## src/rtl/vga_pkg.sv

```systemverilog
// Shared types and helpers for the VGA scanout block.
//   state_t       : scanout controller states
//   pix_fmt_e     : FIFO pixel formats (RGB565 / RGB888)
//   pix_width()   : FIFO word width for a given format
//   rgb565_expand : RGB565 -> 24-bit colour by MSB replication
package vga_pkg;

  typedef enum logic [1:0] {
    ST_IDLE       = 2'd0,
    ST_WAIT_FRAME = 2'd1,
    ST_STREAM     = 2'd2,
    ST_RESYNC     = 2'd3
  } state_t;

  typedef enum logic {
    FMT_RGB565 = 1'b0,
    FMT_RGB888 = 1'b1
  } pix_fmt_e;

  function automatic int pix_width(input int fmt);
    return (fmt == int'(FMT_RGB888)) ? 24 : 16;
  endfunction

  // Replicating the top bits into the new LSBs maps full-scale 5/6-bit
  // values to 0xFF and zero to 0x00.
  function automatic logic [23:0] rgb565_expand(input logic [15:0] pix);
    return {pix[15:11], pix[15:13], pix[10:5], pix[10:9], pix[4:0], pix[4:2]};
  endfunction

endpackage

```

## src/rtl/vga_scanout_if.sv

```systemverilog
// Show-ahead FIFO read port between the pixel FIFO and the scanout.
//   fifo_rdata  : head of FIFO (valid whenever fifo_rempty=0)
//   fifo_rempty : FIFO empty
//   fifo_read   : pop the head this cycle
// master = scanout (pops), slave = FIFO.
interface vga_scanout_if
  import vga_pkg::*;
#(
  parameter int PIX_W = pix_width(int'(FMT_RGB565))
);
  logic [PIX_W-1:0] fifo_rdata;
  logic             fifo_rempty;
  logic             fifo_read;

  modport master (input fifo_rdata, input fifo_rempty, output fifo_read);
  modport slave  (output fifo_rdata, output fifo_rempty, input fifo_read);
endinterface

```

## src/rtl/vga_timing.sv

```systemverilog
// Raster counters and sync/active decode.
//   vga_CLK, rst : pixel clock, synchronous active-high reset
//   i_clear      : hold both counters at 0
//   o_h_cnt/o_v_cnt : current pixel/line position
//   o_active     : inside visible area
//   o_hs/o_vs    : combinational sync levels for the current position
//   o_frame_end  : last pixel of the frame (HTOTAL-1, VTOTAL-1)
module vga_timing #(
  parameter int HDISP  = 640,
  parameter int HFP    = 16,
  parameter int HPULSE = 96,
  parameter int HBP    = 48,
  parameter int VDISP  = 480,
  parameter int VFP    = 11,
  parameter int VPULSE = 2,
  parameter int VBP    = 31,
  parameter int HS_POL = 0,
  parameter int VS_POL = 0,
  localparam int HTOTAL = HDISP + HFP + HPULSE + HBP,
  localparam int VTOTAL = VDISP + VFP + VPULSE + VBP,
  localparam int HW     = $clog2(HTOTAL),
  localparam int VW     = $clog2(VTOTAL)
) (
  input  logic          vga_CLK,
  input  logic          rst,
  input  logic          i_clear,
  output logic [HW-1:0] o_h_cnt,
  output logic [VW-1:0] o_v_cnt,
  output logic          o_active,
  output logic          o_hs,
  output logic          o_vs,
  output logic          o_frame_end
);

  localparam logic [HW-1:0] H_LAST   = HW'(HTOTAL - 1);
  localparam logic [VW-1:0] V_LAST   = VW'(VTOTAL - 1);
  localparam logic [HW-1:0] H_DISP_C = HW'(HDISP);
  localparam logic [VW-1:0] V_DISP_C = VW'(VDISP);
  localparam logic [HW-1:0] HS_START = HW'(HDISP + HFP);
  localparam logic [HW-1:0] HS_END   = HW'(HDISP + HFP + HPULSE - 1);
  localparam logic [VW-1:0] VS_START = VW'(VDISP + VFP);
  localparam logic [VW-1:0] VS_END   = VW'(VDISP + VFP + VPULSE - 1);
  localparam logic          HS_ACT   = (HS_POL != 0);
  localparam logic          VS_ACT   = (VS_POL != 0);

  logic [HW-1:0] r_h_cnt;
  logic [VW-1:0] r_v_cnt;

  always_ff @(posedge vga_CLK) begin
    if (rst || i_clear) begin
      r_h_cnt <= '0;
      r_v_cnt <= '0;
    end else if (r_h_cnt == H_LAST) begin
      r_h_cnt <= '0;
      r_v_cnt <= (r_v_cnt == V_LAST) ? '0 : r_v_cnt + 1'b1;
    end else begin
      r_h_cnt <= r_h_cnt + 1'b1;
    end
  end

  assign o_h_cnt     = r_h_cnt;
  assign o_v_cnt     = r_v_cnt;
  assign o_active    = (r_h_cnt < H_DISP_C) && (r_v_cnt < V_DISP_C);
  assign o_hs        = ((r_h_cnt >= HS_START) && (r_h_cnt <= HS_END)) ? HS_ACT : ~HS_ACT;
  assign o_vs        = ((r_v_cnt >= VS_START) && (r_v_cnt <= VS_END)) ? VS_ACT : ~VS_ACT;
  assign o_frame_end = (r_h_cnt == H_LAST) && (r_v_cnt == V_LAST);

endmodule

```

## src/rtl/vga_scanout.sv

```systemverilog
// VGA scanout: pulls pixels from a show-ahead FIFO and drives a VGA DAC.
//   vga_CLK, rst        : pixel clock, synchronous active-high reset
//   enable              : run scanout; low returns to IDLE next cycle
//   fifo (master)       : FIFO read port (rdata/rempty in, read out)
//   VGA_R/G/B, HS, VS, BLANK, SYNC : registered video outputs (1-cycle lag)
//   frame_start         : 1-cycle pulse with pixel (0,0) of a streamed frame
//   resync_req          : asks the writer to restart after an underflow
//   underflow / underflow_cnt / underflow_clr : sticky flag + saturating count
// Streaming only starts on a frame boundary so the first popped word is
// always pixel (0,0); after an underflow the FIFO is flushed for the rest of
// the frame and the controller re-aligns at the next boundary.
module vga_scanout
  import vga_pkg::*;
#(
  parameter int HDISP  = 640,
  parameter int HFP    = 16,
  parameter int HPULSE = 96,
  parameter int HBP    = 48,
  parameter int VDISP  = 480,
  parameter int VFP    = 11,
  parameter int VPULSE = 2,
  parameter int VBP    = 31,
  parameter int HS_POL = 0,
  parameter int VS_POL = 0,
  parameter int FMT    = 0
) (
  input  logic          vga_CLK,
  input  logic          rst,
  input  logic          enable,
  vga_scanout_if.master fifo,
  output logic [7:0]    VGA_R,
  output logic [7:0]    VGA_G,
  output logic [7:0]    VGA_B,
  output logic          VGA_HS,
  output logic          VGA_VS,
  output logic          VGA_BLANK,
  output logic          VGA_SYNC,
  output logic          frame_start,
  output logic          resync_req,
  output logic          underflow,
  input  logic          underflow_clr,
  output logic [15:0]   underflow_cnt
);

  localparam int   PIX_W   = pix_width(FMT);
  localparam int   HW      = $clog2(HDISP + HFP + HPULSE + HBP);
  localparam int   VW      = $clog2(VDISP + VFP + VPULSE + VBP);
  localparam logic HS_IDLE = (HS_POL == 0);
  localparam logic VS_IDLE = (VS_POL == 0);

  state_t        r_state, w_state_next;
  logic          w_clear, w_run;
  logic [HW-1:0] w_h_cnt;
  logic [VW-1:0] w_v_cnt;
  logic          w_active, w_hs, w_vs, w_frame_end;
  logic          w_fifo_read, w_pix_load, w_uf_event;
  logic [23:0]   w_rgb;

  logic [23:0]   r_rgb;
  logic          r_hs, r_vs, r_blank, r_frame_start, r_resync_req;
  logic          r_underflow;
  logic [15:0]   r_underflow_cnt;

  assign w_clear = !enable || (r_state == ST_IDLE);
  assign w_run   = enable && (r_state != ST_IDLE);

  vga_timing #(
    .HDISP(HDISP), .HFP(HFP), .HPULSE(HPULSE), .HBP(HBP),
    .VDISP(VDISP), .VFP(VFP), .VPULSE(VPULSE), .VBP(VBP),
    .HS_POL(HS_POL), .VS_POL(VS_POL)
  ) u_timing (
    .vga_CLK    (vga_CLK),
    .rst        (rst),
    .i_clear    (w_clear),
    .o_h_cnt    (w_h_cnt),
    .o_v_cnt    (w_v_cnt),
    .o_active   (w_active),
    .o_hs       (w_hs),
    .o_vs       (w_vs),
    .o_frame_end(w_frame_end)
  );

  generate
    if (FMT == int'(FMT_RGB888)) begin : g_rgb888
      assign w_rgb = fifo.fifo_rdata[PIX_W-1:0];
    end else begin : g_rgb565
      assign w_rgb = rgb565_expand(fifo.fifo_rdata[PIX_W-1:0]);
    end
  endgenerate

  // Reset and disable are folded in here so no pop or underflow event can
  // happen in the cycle that abandons the frame.
  always_comb begin
    w_state_next = r_state;
    w_fifo_read  = 1'b0;
    w_pix_load   = 1'b0;
    w_uf_event   = 1'b0;
    if (rst || !enable) begin
      w_state_next = ST_IDLE;
    end else begin
      unique case (r_state)
        ST_IDLE: w_state_next = ST_WAIT_FRAME;
        ST_WAIT_FRAME: begin
          if (w_frame_end && !fifo.fifo_rempty) w_state_next = ST_STREAM;
        end
        ST_STREAM: begin
          if (w_active) begin
            if (!fifo.fifo_rempty) begin
              w_fifo_read = 1'b1;
              w_pix_load  = 1'b1;
            end else begin
              w_uf_event   = 1'b1;
              w_state_next = ST_RESYNC;
            end
          end
        end
        ST_RESYNC: begin
          // Drain whatever the writer left behind, including during blanking.
          w_fifo_read = !fifo.fifo_rempty;
          if (w_frame_end) w_state_next = ST_WAIT_FRAME;
        end
        default: w_state_next = ST_IDLE;
      endcase
    end
  end

  assign fifo.fifo_read = w_fifo_read;

  always_ff @(posedge vga_CLK) begin
    if (rst) r_state <= ST_IDLE;
    else     r_state <= w_state_next;
  end

  always_ff @(posedge vga_CLK) begin
    if (rst) begin
      r_rgb         <= '0;
      r_hs          <= HS_IDLE;
      r_vs          <= VS_IDLE;
      r_blank       <= 1'b0;
      r_frame_start <= 1'b0;
      r_resync_req  <= 1'b0;
    end else begin
      r_rgb         <= w_pix_load ? w_rgb : 24'd0;
      r_hs          <= w_run ? w_hs : HS_IDLE;
      r_vs          <= w_run ? w_vs : VS_IDLE;
      r_blank       <= w_run && w_active;
      r_frame_start <= w_run && (r_state == ST_STREAM) && (w_h_cnt == '0) && (w_v_cnt == '0);
      r_resync_req  <= (w_state_next == ST_RESYNC);
    end
  end

  // An underflow in the same cycle as a clear counts as the first event.
  always_ff @(posedge vga_CLK) begin
    if (rst) begin
      r_underflow     <= 1'b0;
      r_underflow_cnt <= 16'd0;
    end else if (w_uf_event) begin
      r_underflow     <= 1'b1;
      if (underflow_clr)                   r_underflow_cnt <= 16'd1;
      else if (r_underflow_cnt != 16'hFFFF) r_underflow_cnt <= r_underflow_cnt + 16'd1;
    end else if (underflow_clr) begin
      r_underflow     <= 1'b0;
      r_underflow_cnt <= 16'd0;
    end
  end

  assign VGA_R         = r_rgb[23:16];
  assign VGA_G         = r_rgb[15:8];
  assign VGA_B         = r_rgb[7:0];
  assign VGA_HS        = r_hs;
  assign VGA_VS        = r_vs;
  assign VGA_BLANK     = r_blank;
  assign VGA_SYNC      = 1'b0;
  assign frame_start   = r_frame_start;
  assign resync_req    = r_resync_req;
  assign underflow     = r_underflow;
  assign underflow_cnt = r_underflow_cnt;

endmodule

```

## src/flat_wrapper.sv

```systemverilog
// flat-port wrapper written by rule: the top's interface ports become plain ports
module vga_scanout_flat import vga_pkg::*;
#(
  parameter int HDISP  = 640,
  parameter int HFP    = 16,
  parameter int HPULSE = 96,
  parameter int HBP    = 48,
  parameter int VDISP  = 480,
  parameter int VFP    = 11,
  parameter int VPULSE = 2,
  parameter int VBP    = 31,
  parameter int HS_POL = 0,
  parameter int VS_POL = 0,
  parameter int FMT    = 0
)
  (vga_CLK, rst, enable, VGA_R, VGA_G, VGA_B, VGA_HS, VGA_VS, VGA_BLANK, VGA_SYNC, frame_start, resync_req, underflow, underflow_clr, underflow_cnt, fifo_fifo_rdata, fifo_fifo_rempty, fifo_fifo_read);
  vga_scanout_if #(.PIX_W(16)) fifo_i ();
  input  logic vga_CLK;
  input  logic rst;
  input  logic enable;
  output logic [7:0] VGA_R;
  output logic [7:0] VGA_G;
  output logic [7:0] VGA_B;
  output logic VGA_HS;
  output logic VGA_VS;
  output logic VGA_BLANK;
  output logic VGA_SYNC;
  output logic frame_start;
  output logic resync_req;
  output logic underflow;
  input  logic underflow_clr;
  output logic [15:0] underflow_cnt;
  input wire logic [$bits(fifo_i.fifo_rdata)-1:0] fifo_fifo_rdata;
  input wire logic [$bits(fifo_i.fifo_rempty)-1:0] fifo_fifo_rempty;
  output wire logic [$bits(fifo_i.fifo_read)-1:0] fifo_fifo_read;
  assign fifo_i.fifo_rdata = fifo_fifo_rdata;
  assign fifo_i.fifo_rempty = fifo_fifo_rempty;
  assign fifo_fifo_read = fifo_i.fifo_read;
  vga_scanout #(.HDISP(HDISP), .HFP(HFP), .HPULSE(HPULSE), .HBP(HBP), .VDISP(VDISP), .VFP(VFP), .VPULSE(VPULSE), .VBP(VBP), .HS_POL(HS_POL), .VS_POL(VS_POL), .FMT(FMT)) u_core (.vga_CLK(vga_CLK), .rst(rst), .enable(enable), .fifo(fifo_i), .VGA_R(VGA_R), .VGA_G(VGA_G), .VGA_B(VGA_B), .VGA_HS(VGA_HS), .VGA_VS(VGA_VS), .VGA_BLANK(VGA_BLANK), .VGA_SYNC(VGA_SYNC), .frame_start(frame_start), .resync_req(resync_req), .underflow(underflow), .underflow_clr(underflow_clr), .underflow_cnt(underflow_cnt));
endmodule
```

## config.mk

```make
export PLATFORM = sky130hd
export DESIGN_NAME = vga_scanout_flat
export DESIGN_NICKNAME = d
export VERILOG_FILES = /design/src/rtl/vga_pkg.sv /design/src/rtl/vga_scanout_if.sv /design/src/rtl/vga_timing.sv /design/src/rtl/vga_scanout.sv /design/src/flat_wrapper.sv
export SDC_FILE = /design/constraint.sdc
export NUM_CORES = 1
export LEC_CHECK = 0
export CORE_ASPECT_RATIO = 1.25
export CORE_UTILIZATION = 45
export CTS_BUF_LIST = sky130_fd_sc_hd__clkbuf_16
export DETAILED_ROUTE_END_ITERATION = 16
export GPL_TIMING_DRIVEN = 1
export PLACE_DENSITY = 0.83
export SLEW_MARGIN = 20
export SYNTH_ARGS = -nofsm -noshare
export SYNTH_HDL_FRONTEND = slang
export SYNTH_SLANG_ARGS = --single-unit
```

## constraint.sdc

```tcl
create_clock -name vga_CLK -period 3.3 [get_ports vga_CLK]
set_input_delay 0.33 -clock vga_CLK [delete_from_list [all_inputs] [get_ports vga_CLK]]
set_output_delay 0.33 -clock vga_CLK [all_outputs]
set_load 0.1 [all_outputs]
```

# Word-level counts from Yosys, hierarchy flattened
# Index checks and enable logic that the tools add are counted.
# op_classes
n_addsub	3
n_lt_le_gt_ge	6
n_eq_ne	7
mux	25
bitwise_logic	2
n_reduce_logical	25
# op_table
cell	count
$mux W16	4
$add A10 B1 Y10 const B	2
$eq A10 B10 Y1 const B	2
$logic_not A10 Y1	2
$add A16 B1 Y16 const B	1
$ne A16 B16 Y1 const B	1
$mux W1	13
$ge A10 B10 Y1 const B	1
$ge A10 B9 Y1 const B	1
$le A10 B10 Y1 const B	1
$le A10 B9 Y1 const B	1
$logic_and A1 B1 Y1	10
$lt A10 B10 Y1 const B	1
$lt A10 B9 Y1 const B	1
$mux W10	1
$mux W2	5
$pmux W2 S4	1
$eq A2 B2 Y1 const B	3
$reduce_bool A2 Y1	3
$reduce_or A2 Y1	3
$logic_or A1 B1 Y1	3
$eq A2 B1 Y1 const B	1
$logic_not A1 Y1	2
$logic_not A2 Y1	1
other kinds (3)	4
# totals
ff_bits	68
in_bits	21

# Depth between registers and ports, before layout
# logic_depth
ltp_word	7
depth_mapped	6
depth_no_buf	6

# Hierarchy
# A second synthesis with hierarchy kept.
# unflattened
hier_cells	333
area_unflattened_um2	2921.6
# modules_own_cells
mod	instances	cells_per_inst	area_each_um2	seq_area_each_um2
vga_scanout	1	206	1864.3	800.8
vga_timing	1	127	1057.3	400.4

# Worst setup path after synthesis
# OpenSTA, ideal clock, no wires.
# synth_timing
path_type	register to output
from	reg u_core.u_timing.r_h_cnt[8], in the netlist u_core.u_timing.o_h_cnt[8]
to	out fifo_fifo_read
arrival_time_ps	3204
t_required_ps	2970
setup_slack_ps	-234
path_stages_with_launch	5
path_buffers	1
cell_sequence	dfxtp_1 > clkbuf_1 > o21ai_0 > nand3b_1 > a211oi_1
# synth_between
elab_chain_len	5
# synth_rtl
element	line_no	text
start: declaration	vga_timing.sv:46	logic [HW-1:0] r_h_cnt;
start signal: assignment	vga_timing.sv:57	r_h_cnt <= r_h_cnt + 1'b1;
$lt A10 B10 Y1	vga_timing.sv:63	assign o_active = (r_h_cnt < H_DISP_C) && (r_v_cnt < V_DISP_C);
$logic_and A1 B1 Y1	vga_timing.sv:63	
$mux W1	vga_scanout.sv:107	if (w_active) begin
$pmux W1 S2	vga_scanout.sv:101	unique case (r_state)
$mux W1	vga_scanout.sv:98	if (rst || !enable) begin
end: declaration	flat_wrapper.sv:35	output wire logic [$bits(fifo_i.fifo_read)-1:0] fifo_fifo_read;
# No other way between the ends.

# Final worst setup path
# layout_timing
from	in rst
to	reg u_core.r_underflow_cnt[1], in the netlist u_core.underflow_cnt[1]
# layout_between
elab_chain_len	4
word_cells_on_any_way	5
classes_between	mux (2); reduce/logical (3)
# layout_rtl
element	line_no	text
start: declaration	flat_wrapper.sv:19	input logic rst;
$logic_or A1 B1 Y1	vga_scanout.sv:98	
$mux W1	vga_scanout.sv:98	
$reduce_bool A2 Y1 (no line)	--	
$reduce_and A2 Y1 (no line)	--	
end signal: assignment	vga_scanout.sv:160	else if (r_underflow_cnt != 16'hFFFF) r_underflow_cnt <= r_underflow_cnt + 16'd1;
end: declaration	vga_scanout.sv:62	logic [15:0] r_underflow_cnt;
# Parallel ways exist; a longest one is shown, timed or not.
# A chain may end at the register's enable or synchronous reset.

==> impl_summary.log <==
[metrics] number of enable-type register cells in the synthesized netlist: 0
[metrics] number of slew-limit violations in the final report: 0
[metrics] post-synthesis area per instance: a little under 9 µm²
[metrics] sort of element at the end of the critical path: flip-flop
[metrics] First-pass DRT Iterations: 4
[metrics] final setup vio count: 0
[metrics] class of the most critical setup path: input pin to flip-flop
[metrics] Buffers on Ports: 67
[metrics] Clock Path Buffers: 2
[metrics] worst vdd ir: 0.386 mV
[metrics] cells along the critical path: clkdlybuf4s50_1 -> nor2b_1 -> nand4_1 -> a211oi_2 -> nor2_1 -> a22o_1
[metrics] Power Density: approximately 440 nW/µm²
[metrics] share of final-layout standard cells stronger than drive strength 1: under 10%
[metrics] Synth Flop Type: sky130_fd_sc_hd__dfxtp_1
[metrics] maximum number of pins on one net before global-route repair: 17
[metrics] area of the die: 6380 µm²
[metrics] global-route wire length before repair: approximately 10,000 µm
[metrics] asr flop ratio synth: 0%
[metrics] final critical path time including I/O delays and setup: ~2400 ps
[metrics] highest clock rate: around 0.42 GHz
[metrics] nets@finish: approximately 400
[metrics] Worst-path clk slew: 50 ps
[metrics] slowest stage cell, crit path: sky130_fd_sc_hd__a211oi_2
[metrics] weighted congestion reported at the end of routability-driven placement: 0.859
[metrics] number of diodes added for antenna fixing: 0
[metrics] unique cell type count in the Yosys netlist: 47
[metrics] post-detailed-routing wire length: 6570 µm
[metrics] instance count after placement with tap cells included: between 400 and 500
[metrics] maximum level of the CTS H-tree: 3
[metrics] post-DR vias/cell: around 5.5
[metrics] vias in the first global route: 2,364
[metrics] CTS tree: built
[metrics] starting DRC count in detailed routing: about 130
[metrics] insertion delay to the later sink of the worst-skew pair: ~330 ps
[metrics] sequential fraction of the synthesis area: 44.0%
[metrics] kind of start point of the critical path: input pin
[metrics] master cell of the clock root buffer: sky130_fd_sc_hd__clkbuf_16
[metrics] I/O pins: 69
[metrics] commonest non-fill, non-tap cells in the layout: sky130_fd_sc_hd__clkdlybuf4s50_1, sky130_fd_sc_hd__dfxtp_1, sky130_fd_sc_hd__nor2_1
[metrics] proportion of netlist area held by the largest area contributor: a little over two fifths
[metrics] placement row count: 31
[metrics] antenna-violating nets left: 0
[metrics] area of the core: approximately 5800 µm²
[metrics] worst-case headroom to the max-slew limit: between 30% and 40%
[metrics] reported leakage power: roughly 1.3 nW
[metrics] final core occ: between 60% and 70%
[metrics] arrival time at the worst endpoint: 2570 ps
[metrics] Num Clock Sinks: 60
[metrics] number of cells in the finished layout apart from fillers: roughly 450
[metrics] Worst Setup Slack post-DPL: 722 ps
[metrics] Crit path required time: 3520 ps
[metrics] endpoints failing hold: 0
[metrics] biggest area contributors in the synthesized netlist: sky130_fd_sc_hd__dfxtp_1, sky130_fd_sc_hd__nor2_1, sky130_fd_sc_hd__and2_1
[metrics] Crit Path Max Fanout: 9
[metrics] GRT Overall Usage: between 20% and 30%
[metrics] most common cell after layout, fill and taps aside: sky130_fd_sc_hd__clkdlybuf4s50_1
[metrics] post-synthesis sequential element count: 60
[metrics] post-synthesis cell area: around 2700 µm²
[metrics] slowest stage delay, CP: about 590 ps
[metrics] Overall Power: 0.00160 W
[metrics] detailed-route wire length per cell: 14.7 µm
[metrics] TNS Setup: 0 ps
[metrics] DRC: 0
[metrics] Vias: 2,468
[metrics] overall die width: a little over 70 µm
[metrics] status: complete, no violations
[metrics] final clock skew: between 9 and 10 ps
[metrics] Post-Syn Instances: 313
[metrics] Vert. Die Dim: 89.1 µm
[metrics] max-capacitance violation count: 0
[metrics] number of synthesis warnings: 0
[metrics] worst-margin pin slew: slightly above 1000 ps
[metrics] unrepaired setup endpoints after global routing: no
[metrics] hold_buf cts: 0
[metrics] Mapped Nets: between 300 and 400
[metrics] count of buffers added by post-CTS timing repair for setup: 0
[metrics] aggregate global routing overflow: 0
[metrics] path type of the worst min-delay path: flip-flop to flip-flop
[metrics] count of cells resized by post-cts repair: 0
[metrics] cell taking the most area after synthesis: sky130_fd_sc_hd__dfxtp_1
[metrics] CTS buffer count: 9
[metrics] half-perimeter wire length after placement: around 4700 µm
[metrics] effective utilization at floorplan: 46.9%
[metrics] Layout fillers: ~500
[metrics] final cycle utilization of the critical path: 71.4%
[metrics] signed area change from the synthesized netlist to the final layout: 33.6%
[metrics] setup slack of the critical path after layout: approximately 950 ps
[metrics] antenna violations before repair: 0
layout make-up:
type | count | area, µm² | area share [%]
Multi-Input combinational cell | 217 | 1350 | 37.1
Sequential cell | 60 | 1200 | 32.9
Timing Repair Buffer | 69 | 683 | 18.7
Clock buffer | 9 | 225 | 6.17
Tap cell | 66 | 82.6 | 2.26
Inverter | 18 | 67.6 | 1.85
Clock inverter | 7 | 35.0 | 0.960
through the flow:
step           hold WS (ps)  instance area (µm²)
3_5_place_dp            467                 3390
4_1_cts                 476                 3650
5_1_grt                 499                 3650
3_3_place_gp            457                 3390
6_report                474                 3650
2_1_floorplan           399                 2740
per-layer routing:
| layer | vias to the layer above | wire (µm) | GRT usage, % |
|---|---|---|---|
| met3 | 16 | 374 | 5.98 |
| met2 | 95 | 3350 | 37.0 |
| met1 | 1143 | 2620 | 23.4 |
| met5 | - | 0 | 0 |
| met4 | 0 | 217 | 14.6 |
| li1 | 1214 | - | - |
kinds of logic (layout without fill, tap and decap cells):
family                     after synthesis  after routing  synth area share (%)
DFF                                     60             60                  44.0
adders and majority gates                5              5                  2.29
and+or+nand+nor                        138            138                  27.1
AOI/OAI and AO/OA                       55             55                  14.1
buffers and inverters                   36            103                  6.60
xor gates and xnor gates                18             18                  5.77
other                                    1              1                 0.137
final timing paths:
check / end / from / slack (ps) / cells after the start
max reg2reg: u_core.underflow_cnt[1] / u_core.u_timing.o_h_cnt[8] / 1010 / 5
max: u_core.underflow_cnt[1] / rst / 950 / 6
min: u_core.underflow_cnt[11] / u_core.underflow_cnt[11] / 470 / 2
min reg2reg: u_core.underflow_cnt[11] / u_core.underflow_cnt[11] / 470 / 2
sequential cells by signal, indices dropped and copies added (netlist names):
signal	flops
u_core.r_state	2
u_core.VGA_HS	1
u_core.r_rgb	16
u_core.VGA_BLANK	1
u_core.underflow	1
u_core.frame_start	1
u_core.u_timing.o_h_cnt	10
u_core.VGA_VS	1
u_core.underflow_cnt	16
u_core.u_timing.o_v_cnt	10
u_core.resync_req	1
worst max-delay path, delay by kind of cell:
| family | cells | cell delay (ps) |
|---|---|---|
| compound gates | 2 | 870 |
| buf+inv | 1 | 550 |
| simple gates | 3 | 810 |
where the power goes:
part / leakage, nW / internal, W / switching (W) / total (W)
Clock: 0.134 / 0.000495 / 0.000318 / 0.000814
Sequential: 0.484 / 0.000727 / 0.00000166 / 0.000728
Combinational: 0.705 / 0.0000278 / 0.0000256 / 0.0000534
Total: 1.32 / 0.00125 / 0.000345 / 0.00160
cells in the mapped netlist, types with 4 or more instances:
cell type and instances:
sky130_fd_sc_hd__clkbuf_1 5, sky130_fd_sc_hd__and3_1 7, sky130_fd_sc_hd__nand2_1 18, sky130_fd_sc_hd__nand3_1 10, sky130_fd_sc_hd__o21ai_0 5, sky130_fd_sc_hd__and2_1 19
sky130_fd_sc_hd__a2bb2oi_1 5, sky130_fd_sc_hd__inv_1 18, sky130_fd_sc_hd__xor2_1 8, sky130_fd_sc_hd__or2_2 5, sky130_fd_sc_hd__nor3_1 7, sky130_fd_sc_hd__buf_4 9
sky130_fd_sc_hd__a22o_1 6, sky130_fd_sc_hd__xnor2_1 10, sky130_fd_sc_hd__nand3b_1 4, sky130_fd_sc_hd__o2111ai_1 4, sky130_fd_sc_hd__a21oi_1 17, sky130_fd_sc_hd__nand4_1 10
sky130_fd_sc_hd__ha_1 5, sky130_fd_sc_hd__nor4_1 7, sky130_fd_sc_hd__dfxtp_1 60, sky130_fd_sc_hd__nor2_1 38
(Power assumes the default switching activity.)
